**src/rtl/abft_ctrl_pkg.sv**
```systemverilog
// Shared types and timing helpers for the ABFT checked-tile controller.
package abft_ctrl_pkg;

  typedef enum logic [2:0] {
    IDLE,
    PREP,
    RUN,
    CHECK,
    DONE
  } ctrlState_t;

  localparam logic [1:0] ST_OK    = 2'b00;
  localparam logic [1:0] ST_CORR  = 2'b01;
  localparam logic [1:0] ST_FAIL  = 2'b10;
  localparam logic [1:0] ST_ABORT = 2'b11;

  // Column checksums appear at the array edge after 2N-1 cycles, full result at 3N-1.
  function automatic int dot_cycle_of(input int n);
    return 2 * n - 1;
  endfunction

  function automatic int acc_cycle_of(input int n);
    return 3 * n - 1;
  endfunction

endpackage

```
**src/rtl/abft_check_ctrl_run_timer.sv**
```systemverilog
// Loadable up-counter with synchronous clear and a terminal-value compare.
module run_timer #(
  parameter int W = 4
) (
  input  logic         clk,
  input  logic         rst,
  input  logic         clr,
  input  logic         load,
  input  logic [W-1:0] load_value,
  input  logic         en,
  input  logic [W-1:0] term_value,
  output logic [W-1:0] count,
  output logic         at_terminal
);

  always_ff @(posedge clk) begin
    if (rst || clr) begin
      count <= '0;
    end else if (load) begin
      count <= load_value;
    end else if (en) begin
      count <= count + 1'b1;
    end
  end

  assign at_terminal = (count == term_value);

endmodule

```
**src/rtl/abft_check_ctrl.sv**
```systemverilog
// Sequences one checked tile on the systolic array and ABFT detector, with retry on error.
// Optional build macro ABFT_ERR_CNT_EN adds the saturating err_events counter output.
module abft_check_ctrl
  import abft_ctrl_pkg::*;
#(
  parameter int arraySize  = 4,
  parameter int maxRetries = 2,
  parameter int runCycles  = 3 * arraySize,
  parameter int dotCycle   = dot_cycle_of(arraySize),
  parameter int accCycle   = acc_cycle_of(arraySize),
  parameter int checkWait  = 2,
  parameter int cntWidth   = $clog2(3 * arraySize + 1),
  parameter int retryWidth = (maxRetries > 0) ? $clog2(maxRetries + 1) : 1
) (
  input  logic                  clk,
  input  logic                  rst,
  input  logic                  start_valid,
  output logic                  start_ready,
  input  logic                  abort,
  output logic                  array_clr,
  output logic                  array_en,
  output logic                  det_clr,
  output logic                  dot_valid,
  output logic                  acc_valid,
  input  logic [3:0]            det_error,
  output logic                  done,
  output logic [1:0]            status,
  output logic [3:0]            err_flags,
  output logic [retryWidth-1:0] retry_count,
  output logic                  busy
`ifdef ABFT_ERR_CNT_EN
  ,
  output logic [15:0]           err_events
`endif
);

  ctrlState_t state, state_next;

  logic [cntWidth-1:0]   cnt;
  logic [cntWidth-1:0]   cnt_term;
  logic                  cnt_at_term;
  logic                  cnt_clr;
  logic                  cnt_load;
  logic                  cnt_en;
  logic [retryWidth-1:0] retries;
  logic                  accept;
  logic                  sample;
  logic                  has_error;
  logic                  can_retry;
  logic                  in_flight;

  assign accept    = start_valid && (state == IDLE);
  assign in_flight = (state == PREP) || (state == RUN) || (state == CHECK);
  assign sample    = (state == CHECK) && cnt_at_term;
  assign has_error = |det_error;
  assign can_retry = retries < retryWidth'(maxRetries);

  // One timer serves both phases: it counts run cycles, then is reloaded to zero for the check wait.
  assign cnt_term = (state == RUN) ? cntWidth'(runCycles - 1) : cntWidth'(checkWait - 1);
  assign cnt_clr  = !((state == RUN) || (state == CHECK));
  assign cnt_load = (state == RUN) && cnt_at_term;
  assign cnt_en   = (state == RUN) || (state == CHECK);

  run_timer #(
    .W(cntWidth)
  ) u_timer (
    .clk        (clk),
    .rst        (rst),
    .clr        (cnt_clr),
    .load       (cnt_load),
    .load_value ('0),
    .en         (cnt_en),
    .term_value (cnt_term),
    .count      (cnt),
    .at_terminal(cnt_at_term)
  );

  always_ff @(posedge clk) begin
    if (rst) begin
      state <= IDLE;
    end else begin
      state <= state_next;
    end
  end

  // Abort wins over every other transition, including a same-cycle check result.
  always_comb begin
    state_next = state;
    case (state)
      IDLE:    if (start_valid) state_next = PREP;
      PREP:    state_next = abort ? DONE : RUN;
      RUN: begin
        if (abort) begin
          state_next = DONE;
        end else if (cnt_at_term) begin
          state_next = CHECK;
        end
      end
      CHECK: begin
        if (abort) begin
          state_next = DONE;
        end else if (sample) begin
          state_next = (has_error && can_retry) ? PREP : DONE;
        end
      end
      DONE:    state_next = IDLE;
      default: state_next = IDLE;
    endcase
  end

  always_comb begin
    start_ready = 1'b0;
    busy        = 1'b1;
    array_clr   = 1'b0;
    array_en    = 1'b0;
    dot_valid   = 1'b0;
    acc_valid   = 1'b0;
    done        = 1'b0;
    det_clr     = rst;
    case (state)
      IDLE: begin
        start_ready = 1'b1;
        busy        = 1'b0;
      end
      PREP: begin
        array_clr = 1'b1;
        det_clr   = 1'b1;
      end
      RUN: begin
        array_en  = 1'b1;
        dot_valid = (cnt == cntWidth'(dotCycle)) || (cnt == cntWidth'(dotCycle + 1));
        acc_valid = (cnt == cntWidth'(accCycle));
      end
      DONE:    done = 1'b1;
      default: ;
    endcase
  end

  // Result registers hold until the next accepted request.
  always_ff @(posedge clk) begin
    if (rst || accept) begin
      retries   <= '0;
      status    <= ST_OK;
      err_flags <= 4'b0000;
    end else if (in_flight && abort) begin
      status <= ST_ABORT;
    end else if (sample) begin
      if (!has_error) begin
        status <= (retries == '0) ? ST_OK : ST_CORR;
      end else begin
        err_flags <= det_error;
        if (can_retry) begin
          retries <= retries + 1'b1;
        end else begin
          status <= ST_FAIL;
        end
      end
    end
  end

  assign retry_count = retries;

`ifdef ABFT_ERR_CNT_EN
  always_ff @(posedge clk) begin
    if (rst) begin
      err_events <= 16'h0000;
    end else if (sample && has_error && (err_events != 16'hFFFF)) begin
      err_events <= err_events + 16'd1;
    end
  end
`endif

endmodule

```
**config.mk**
```make
export PLATFORM = sky130hd
export DESIGN_NAME = abft_check_ctrl
export DESIGN_NICKNAME = d
export VERILOG_FILES = /design/src/rtl/abft_ctrl_pkg.sv /design/src/rtl/abft_check_ctrl_run_timer.sv /design/src/rtl/abft_check_ctrl.sv
export SDC_FILE = /design/constraint.sdc
export NUM_CORES = 1
export LEC_CHECK = 0
export ABC_AREA = 1
export CAP_MARGIN = 10
export CORE_ASPECT_RATIO = 1.2
export CORE_UTILIZATION = 41
export DETAILED_ROUTE_END_ITERATION = 7
export GPL_TIMING_DRIVEN = 0
export HOLD_SLACK_MARGIN = 0.12
export PLACE_DENSITY_LB_ADDON = 0.1
export SYNTH_ARGS = -nofsm -noshare
export SYNTH_HDL_FRONTEND = slang
export SYNTH_SLANG_ARGS = --single-unit
export TNS_END_PERCENT = 30
```
**constraint.sdc**
```tcl
create_clock -name clk -period 1.3 [get_ports clk]
set_clock_uncertainty 0.15 [all_clocks]
set_input_delay 0.13 -clock clk [delete_from_list [all_inputs] [get_ports clk]]
set_output_delay 0.13 -clock clk [all_outputs]
set_load 0.03 [all_outputs]
```
==> summary.md <==
| Metric | Value |
|---|---|
| Status | finished with violations |
| Failing checks | negative setup slack |
| Fin. max-slew vios | 0 |
| HPWL Detailed | 1380 um |
| Drt wl/cell | 11.8 um |
| Final instance area | 1360 um2 |
| Met3 Use GR | 4.24% |
| Slew @ Worst Pin | 0.419 ns |
| # rows | 17 |
| Register area share after synthesis | 36.9% |
| Clk sinks | 15 |
| Worst hold start | det_error[3] |
| Min Tclk post-route | 1.64 ns |
| Final Hold Violating Endpoints | 0 |
| Critical path class | flop to output port |
| Worst skew pair latency | 0.29 ns |
| Switching share of total power | 35.3% |
| First-pass GRT wire length | between 3000 and 4000 um |
| Vias in the first global route | 864 |
| CORE AREA | 1850 um2 |
| Final cycle utilization of the critical path | 126% |
| Initial antenna violation count | 0 |
| Mapped Nets | 132 |
| DR pass1 iterations | 4 |
| VDD IR-drop max | 0.787 mV |
| N_diodes | 0 |
| Final Util | around three quarters |
| M2 GR Usage | 34.8% |
| CTS H-tree lvls | 1 |
| # DRC | 0 |
| First element of the critical path | state[2] |
| Full die area | ~2200 um2 |
| CTS clk-pin slew, worst paths | about 0.10 ns |
| Area of the multi-input gates | approximately 600 um2 |
| Initial DRC Count | 10 |
| IO Count | 24 |
| Final WL | 2160 um |
| Via-per-instance ratio | 5.07 |
| Area Growth Syn to Fin | 66.7% |
| Pwr per Cell Area | 868 nW/um2 |
| Hold Crit Class | input pin to flop |
| Worst setup EP type | output port |
| Via count | 928 |
| CTS tree | yes |
| Synth top area share | 36.9% |
| CP required | slightly above 1 ns |
| Die Span X | 42.7 um |
| DIE HEIGHT | 50.8 um |
| Final setup margin | -0.338 ns |
| Clock Power Share | 23.1% |
| Gate power share | 34.5% |
| Async S/R FF share, synth | 0% |
| Pin count of the biggest net entering global routing | 10 |
| Slew Limit Headroom | 72.0% |
| R2R Path Start | state[2] |
| Synth Warn # | 0 |
| Root buffer cell | clkbuf_4 |
| P_leak | 0.532 nW |
| RePlAce Congestion | 0.826 |
| Max Buffers Root-to-Sink | 2 |
| Final layout net count | 176 |
| Setup violators final | 21 |
| Internal power | between 0.7 and 0.8 mW |
| IO Port Bufs | 23 |
| Synth area leaders | dfxtp_1, nand2_1, nand3_1, a21oi_1, inv_1 |
| WHS | 0.271 ns |
| Layout cells sized above 1 | between 40 and 50% |
| Final ANT Viol Nets | 0 |
| Synthesized area | approximately 810 um2 |
| Fill count | 145 |
| Num CTS Buffers | 3 |
| Total GRT Usage | just over 20% |
| #FFs+latches synth | 15 |
| Synth Flop Type | dfxtp_1 |
| Fmax | 610 MHz |
| Seq pwr share | 42.4% |
| Max FO, Critical Path | 4 |
| GR Layer Usage met1 | 23.2% |
| Dpl cell area | ~1100 um2 |
| Sw power | 0.416 mW |
| Grt ovf | 0 |
| Mapped Cells | 121 |
| Avg Cell Area, Syn | just under 7 um2 |
| Startpoint types | flop |
| Final Total Pwr | between 1 and 1.5 mW |
| Number of synthesized flops with an enable pin | 0 |
| Distinct cell type count after synthesis | 18 |
| Gr busiest metal | met2 |
| Reg area | 317 um2 |
| Post-synth top cells | nand2_1, dfxtp_1, inv_1 |
| Yosys top cell by area | dfxtp_1 |
| Arrival time of the worst setup path | 1.36 ns |
| Starting density of the core | 44.0% |
| Max-Cap Viols | 0 |
| RSZ-0062 raised after global routing | yes |
| Count leader, synth | nand2_1 |
cell families after synthesis:
logic type      synth area share [%]
buf+inv                         7.37
xor+xnor                        1.08
flops                           36.9
compound gates                  9.68
simple gates                    40.4
fa+ha+maj                       4.61
final cells by class:
| class | count | share of cell area [%] |
|---|---|---|
| timing repair buffer | 39 | 24.1 |
| multi-input combinational | 90 | 44.1 |
| sequential | 15 | 23.3 |
| clock buffer | 3 | 1.66 |
| inverter | 16 | 4.79 |
| tap | 19 | 1.75 |
| clock inverter | 1 | 0.369 |
registers in the layout (all words and copies together), names as in the netlist:
name and count:
status 2, u_timer.count 4, err_flags 4, state 3
retry_count 2
critical path, cell delays in order, from the launching register on:
cell and delay [ns]:
dfxtp_4 0.38, inv_4 0.07, nand2_4 0.05, nor2_4 0.13, nand2_2 0.08, o32ai_4 0.21, buf_6 0.16
power groups by stage:
stage               Combinational [mW]  Sequential, mW  Clock (mW)
CTS                              0.352           0.498       0.286
floorplan                        0.187           0.501           0
detailed placement               0.297           0.502           0
finish                           0.406           0.499       0.273
global placement                 0.292           0.502           0
global route                     0.441           0.501       0.296
layer usage:
layer / part of all wire, % / vias to the layer above
li1: - / 476
met1: 39 / 432
met2: 56 / 14
met3: 2.9 / 6
met4: 1.9 / 0
met5: 0 / -
final timing paths:
path,depth (start not counted),to,slack [ns]
setup / recovery,6,dot_valid,-0.34
hold / removal,3,err_flags[3],0.27
setup reg to reg,9,retry_count[0],-0.23
hold reg to reg,1,u_timer.count[0],0.31
cell usage in the layout (no fill, tap or decap), types with 5 or more instances in the layout:
| master | n |
|---|---|
| nand2_1 | 27 |
| buf_4 | 19 |
| inv_1 | 10 |
| dfxtp_1 | 10 |
| nand3_1 | 9 |
| nand2_2 | 8 |
| nor2_1 | 8 |
| nor2_4 | 7 |
| a21oi_1 | 7 |
| clkdlybuf4s50_1 | 7 |
| buf_6 | 5 |
| clkbuf_2 | 5 |
stage by stage:
step                      worst slack [ns]  std cells  TNS [ns]
after detailed placement            -0.701        163     -5.99
after CTS                           -0.310        177     -2.83
final                               -0.338        183     -3.47
after floorplan                     -0.257        121     -2.31
after global placement              -0.703        163     -5.82
after global routing                -0.403        183     -5.12
repair_timing:
action	4_1_cts	5_1_grt
setup buffers	10	6
gates resized for setup	95	17
hold buffers	0	0
gates cloned	0	0
pin swaps	9	4
endpoints found under the setup margin	31	29
No activity file was read; power rests on OpenSTA's default activity.
==> patch 1, RTL diff (same settings) <==
The option `ABFT_ERR_CNT_EN` is turned on by a define.
--- a/src/rtl/abft_check_ctrl.sv
+++ b/src/rtl/abft_check_ctrl.sv
@@ -1,5 +1,7 @@
 // Sequences one checked tile on the systolic array and ABFT detector, with retry on error.
 // Optional build macro ABFT_ERR_CNT_EN adds the saturating err_events counter output.
+`define ABFT_ERR_CNT_EN
+
 module abft_check_ctrl
   import abft_ctrl_pkg::*;
 #(
Function (old outputs only; new: err_events): kept (Yosys induction, for registers that start in step).
==> patch 1 against the unedited design <==
- the run still ends with setup timing left
- highest routed layer unchanged
- cell area up 110%
- power grew 120%
- routed wire length rose by 140%
- setup slack got worse by 30 ps
- final cell count rose by 110%
- core utilization decreased by 3.0 points
- count of clock-buffer cells in the layout grew 5
- synthesized area up 120%
- sequential cell count is 16 higher
- critical path type is now reg -> reg
==> patch 1: results <==
group,metric,value,unit
status,outcome,"complete, but fails checks",
status,violations,"setup timing",
logic_synthesis,ys_seq_area_share,34.7,%
route,drt_iter0_markers,109,
critical_path,arrival,1730,ps
cells_and_area,nets,350,
placement,place_inst,360,
power_and_ir_drop,p_leak,1.21,nW
global_route,grt_max_degree,11,
power_and_ir_drop,ir_drop,938,uV
clock_tree,cts_root_buf,"clkbuf_8",
clock_tree,htreeDepth,2,
placement,place.gp.congestion,0.847,
timing,final-setup-viol-count,38,
logic_synthesis,synth_warnings,0,
global_route,grt_pass1_wl,8300,um
clock_tree,path_clk_slew,70,ps
logic_synthesis,synth_area_leaders,"dfxtp_1 35%, nand2_1 17%, a21oi_1 6.2%",
cells_and_area,largestRegisters,"err_events x16, err_flags x4, u_timer.count x4",
critical_path,crit_fanout,7,
route,drt_first_pass_iters,4,
logic_synthesis,synthTopCellsByCount,"82 x nand2_1, 31 x dfxtp_1, 29 x nor2_1, 25 x inv_1, 22 x a21oi_1",
timing,setup_ws,-368,ps
clock_tree,clk_latency,290,ps
clock_tree,clk_path_buf_depth,2,
timing,max_slew_margin,52.0,%
global_route,grtUsageTotal,23.3,%
clock_tree,cts_buffers,5,
logic_synthesis,synthArstFlopShare,0,%
route,viasPerCell,5.18,
hold_path,hp-class,"in -> reg",
route,wl,5230,um
cells_and_area,drive_gt1_share,42.5,%
global_route,first_global_vias,1900,
logic_synthesis,ys_types,31,
timing,setup_tns,-9200,ps
cells_and_area,fin_cells,393,
cells_and_area,diodes,0,
logic_synthesis,synth_fp_nets,280,
logic_synthesis,avgSynthCellArea,6.67,sq um
placement,hpwl,3150,um
placement,numPortBuffers,38,
patch 1: changes by cell type in the layout (fill, tap and decap cells not counted), moves of 7 or more:
cell	unedited run	this run
inv_1	10	23
nand4_1	1	10
clkbuf_8	0	7
buf_6	5	18
nand2_4	2	9
dfxtp_2	1	12
nand2_1	27	67
clkdlybuf4s15_2	2	12
nor2_1	8	23
patch 1: final timing paths:
check,start,end,slack [ps],cells after the start
worst max-delay path,err_events[5],err_events[11],-370,9
worst min-delay path,rst,err_events[0],200,4
worst max register to register,err_events[5],err_events[11],-370,9
worst min register to register,u_timer.count[0],u_timer.count[0],300,1
patch 1: logic make-up (layout without fill, tap and decap cells):
kind of cell	Yosys count	count (layout)	share of synthesized area, %
AO/OA/AOI/OAI	29	29	8.61
XOR/XNOR	11	11	5.39
buffers and inverters	38	108	8.47
AND/OR/NAND/NOR	155	156	40.0
flip-flops	31	31	34.7
adder cells (fa/ha/maj)	4	4	2.80
patch 1: what timing repair did:
action	4_1_cts	5_1_grt
gates resized for setup	156	63
cloned	3	0
buffers inserted	14	7
hold buffers	1	0
setup endpoints to repair	59	57
pin swaps	6	13
endpoints found under the hold margin	6	0
patch 1: layout make-up:
cell class	instances	area, sq um
inverters	34	133
clock buffers	8	100
flip-flops and latches	31	662
fillers	335	1210
multi-input cells	200	1290
well taps	54	67.6
plain buffers	4	30.0
repair buffers	62	576
patch 1: power breakdown:
part           total, W  internal (W)  switching (W)
clock network  0.000861      0.000483       0.000378
logic          0.000692      0.000288       0.000404
registers       0.00101      0.000971      0.0000344
patch 1: layer usage:
metal	global-route usage (%)	wire length (um)	vias to the layer above
met4	15.8	181	0
met5	0	0	-
li1	-	-	1007
met1	24.3	2100	964
met2	42.9	2770	47
met3	5.06	179	17
patch 1: worst max-delay path, stage by stage (launching register included):
cell and delay [ps]:
dfxtp_2 390, nand2_1 140, nor2_1 190, nand2_2 100, inv_2 70, nand2_4 70
nand4_4 130, buf_6 150, nand2_1 60, a21oi_2 130
patch 1: stage by stage:
step                      setup WS (ps)  cell area (sq um)  hold WS [ps]
final                              -368               2860           196
after global routing               -489               2860           258
after floorplan                    -343               1880           123
after CTS                          -359               2730           198
after global placement             -591               2330           298
after detailed placement           -598               2330           301
==> patch 2, RTL diff (config.mk and constraints unchanged) <==
Without the edit above. Put one more register stage on the output `err_flags`, cleared by the reset. The value now appears one clock later. The other outputs are not delayed to match.
--- a/src/rtl/abft_check_ctrl.sv
+++ b/src/rtl/abft_check_ctrl.sv
@@ -33,6 +33,8 @@
   output logic [15:0]           err_events
 `endif
 );
+
+  logic [3:0] err_flags_s0;
 
   ctrlState_t state, state_next;
 
@@ -141,14 +143,14 @@
     if (rst || accept) begin
       retries   <= '0;
       status    <= ST_OK;
-      err_flags <= 4'b0000;
+      err_flags_s0 <= 4'b0000;
     end else if (in_flight && abort) begin
       status <= ST_ABORT;
     end else if (sample) begin
       if (!has_error) begin
         status <= (retries == '0) ? ST_OK : ST_CORR;
       end else begin
-        err_flags <= det_error;
+        err_flags_s0 <= det_error;
         if (can_retry) begin
           retries <= retries + 1'b1;
         end else begin
@@ -170,5 +172,13 @@
   end
 `endif
 
+  always_ff @(posedge clk) begin
+    if (rst) begin
+      err_flags <= '0;
+    end else begin
+      err_flags <= err_flags_s0;
+    end
+  end
+
 endmodule
 
Function: same outputs for any inputs over 10 cycles, from zero or initial values and one cycle with rst high; that may be too few to reach the edited logic, so the function may still have changed.
==> patch 2 against the unedited design <==
- the run still ends with setup timing left
- final cell count rose by 16%
- setup slack got worse by 3.2 ps
- synthesized cell count is 9.9% higher
- critical path depth unchanged
- synthesized area increased by 20%
- via count grew 13%
- routed wire length up 18%
- power rose by 35%
- cell area increased by 21%
- non-clock buffer count grew 4
- sequential cell count rose by 4
- die area increased by 19%
- highest routed layer unchanged
==> patch 2: results <==
group,metric,value,unit
route,drt_first_pass_iters,4,
global_route,grtUsageTotal,18.7,%
placement,hpwl,1540,um
power_and_ir_drop,ir_drop,711,uV
route,vias,1045,
status,violations,"setup timing",
clock_tree,cts_buffers,3,
route,wl,2550,um
clock_tree,clk_path_buf_depth,2,
timing,setup_tns,-4230,ps
global_route,grt_max_degree,12,
cells_and_area,nets,193,
logic_synthesis,ys_types,25,
placement,place.gp.congestion,0.757,
hold_path,hp-class,"in -> reg",
status,outcome,"complete, but fails checks",
logic_synthesis,synth_area_leaders,"dfxtp_1 39%, inv_1 7.7%, nor2_1 7.3%",
critical_path,crit_slowest_cell,"dfxtp_4",
cells_and_area,drive_gt1_share,49.7,%
placement,place_area,0.00128,sq mm
critical_path,crit_family,"flip-flops",
clock_tree,htreeDepth,1,
critical_path,max_stage_delay,380,ps
cells_and_area,largestRegisters,"err_flags x4, err_flags_s0 x4, u_timer.count x4",
logic_synthesis,ys_seq_area_share,38.9,%
placement,numPortBuffers,22,
clock_tree,clk_latency,310,ps
global_route,grt_pass1_wl,3570,um
global_route,antenna_found_initial,0,
critical_path,arrival,1360,ps
clock_tree,path_clk_slew,120,ps
clock_tree,cts_root_buf,"clkbuf_4",
timing,max_slew_margin,76.8,%
global_route,overflow,0,
timing,hold_viol_final,0,
power_and_ir_drop,p_leak,0.684,nW
placement,dp_slack,-665,ps
route,drt_iter0_markers,11,
logic_synthesis,synthArstFlopShare,0,%
logic_synthesis,synth_fp_nets,144,
timing,final-setup-viol-count,18,
logic_synthesis,synth_warnings,0,
cells_and_area,diodes,0,
logic_synthesis,synthTopCellsByCount,"20 x inv_1, 19 x dfxtp_1, 19 x nor2_1, 18 x nand2_1, 10 x a21oi_1",
timing,setup_ws,-342,ps
critical_path,crit_fanout,3,
global_route,first_global_vias,891,
## patch 2: per-layer routing
| layer | global-route usage [%] | routed length [um] | up-vias |
|---|---|---|---|
| li1 | - | - | 522 |
| met1 | 22.3 | 1050 | 496 |
| met2 | 30.4 | 1370 | 18 |
| met3 | 3.92 | 59 | 9 |
| met4 | 8.82 | 73 | 0 |
| met5 | 0 | 0 | - |
## patch 2: worst reg2reg max path, delay by kind of cell (launching register included)
| family | cells | cell delay (ps) |
|---|---|---|
| and+or+nand+nor | 2 | 250 |
| AOI/OAI and AO/OA | 3 | 370 |
| DFF | 1 | 380 |
| buffers and inverters | 4 | 340 |
## patch 2: timing repair
item,CTS,global route
gates resized for setup,84,45
endpoints found under the hold margin,7,0
buffers inserted,5,14
endpoints found under the setup margin,31,28
pin swaps,6,9
gates cloned,0,2
hold buffers,1,0
## patch 2: final cells by class
| cell class | instances | area, sq um |
|---|---|---|
| buffer | 1 | 3.75 |
| clock buffer | 3 | 22.5 |
| clock inverter | 1 | 5.00 |
| fill | 189 | 638 |
| inverter | 26 | 110 |
| multi-input combinational | 88 | 684 |
| sequential | 19 | 400 |
| tap | 31 | 38.8 |
| timing repair buffer | 42 | 372 |
| timing repair inverter | 1 | 7.51 |
## patch 2: final timing paths
check	endpoint	start	cells after the start	slack (ps)
worst max register to register	err_flags_s0[2]	state[0]	9	-270
worst min-delay path	u_timer.count[1]	rst	4	130
worst min register to register	err_flags[0]	err_flags_s0[0]	2	290
worst max-delay path	dot_valid	state[0]	6	-340
## patch 2: cells by family after synthesis
logic type               after synthesis  share of synthesized area (%)
AO/OA/AOI/OAI                         17                           9.48
XOR/XNOR                               2                           1.79
adder cells (fa/ha/maj)                3                           3.84
buffers and inverters                 27                           10.4
flip-flops                            19                           38.9
AND/OR/NAND/NOR                       65                           35.6
## patch 2: per-stage QoR
stage / std cells / power [W]
final: 212 / 0.00159
after global routing: 212 / 0.00165
after CTS: 196 / 0.00144
after detailed placement: 186 / 0.00109
after global placement: 186 / 0.00109
after floorplan: 133 / 0.000954
## patch 2: where the power goes
group          total, W  internal (W)  switching [W]
registers      0.000643      0.000608      0.0000346
logic          0.000627      0.000272       0.000355
clock network  0.000316      0.000115       0.000201
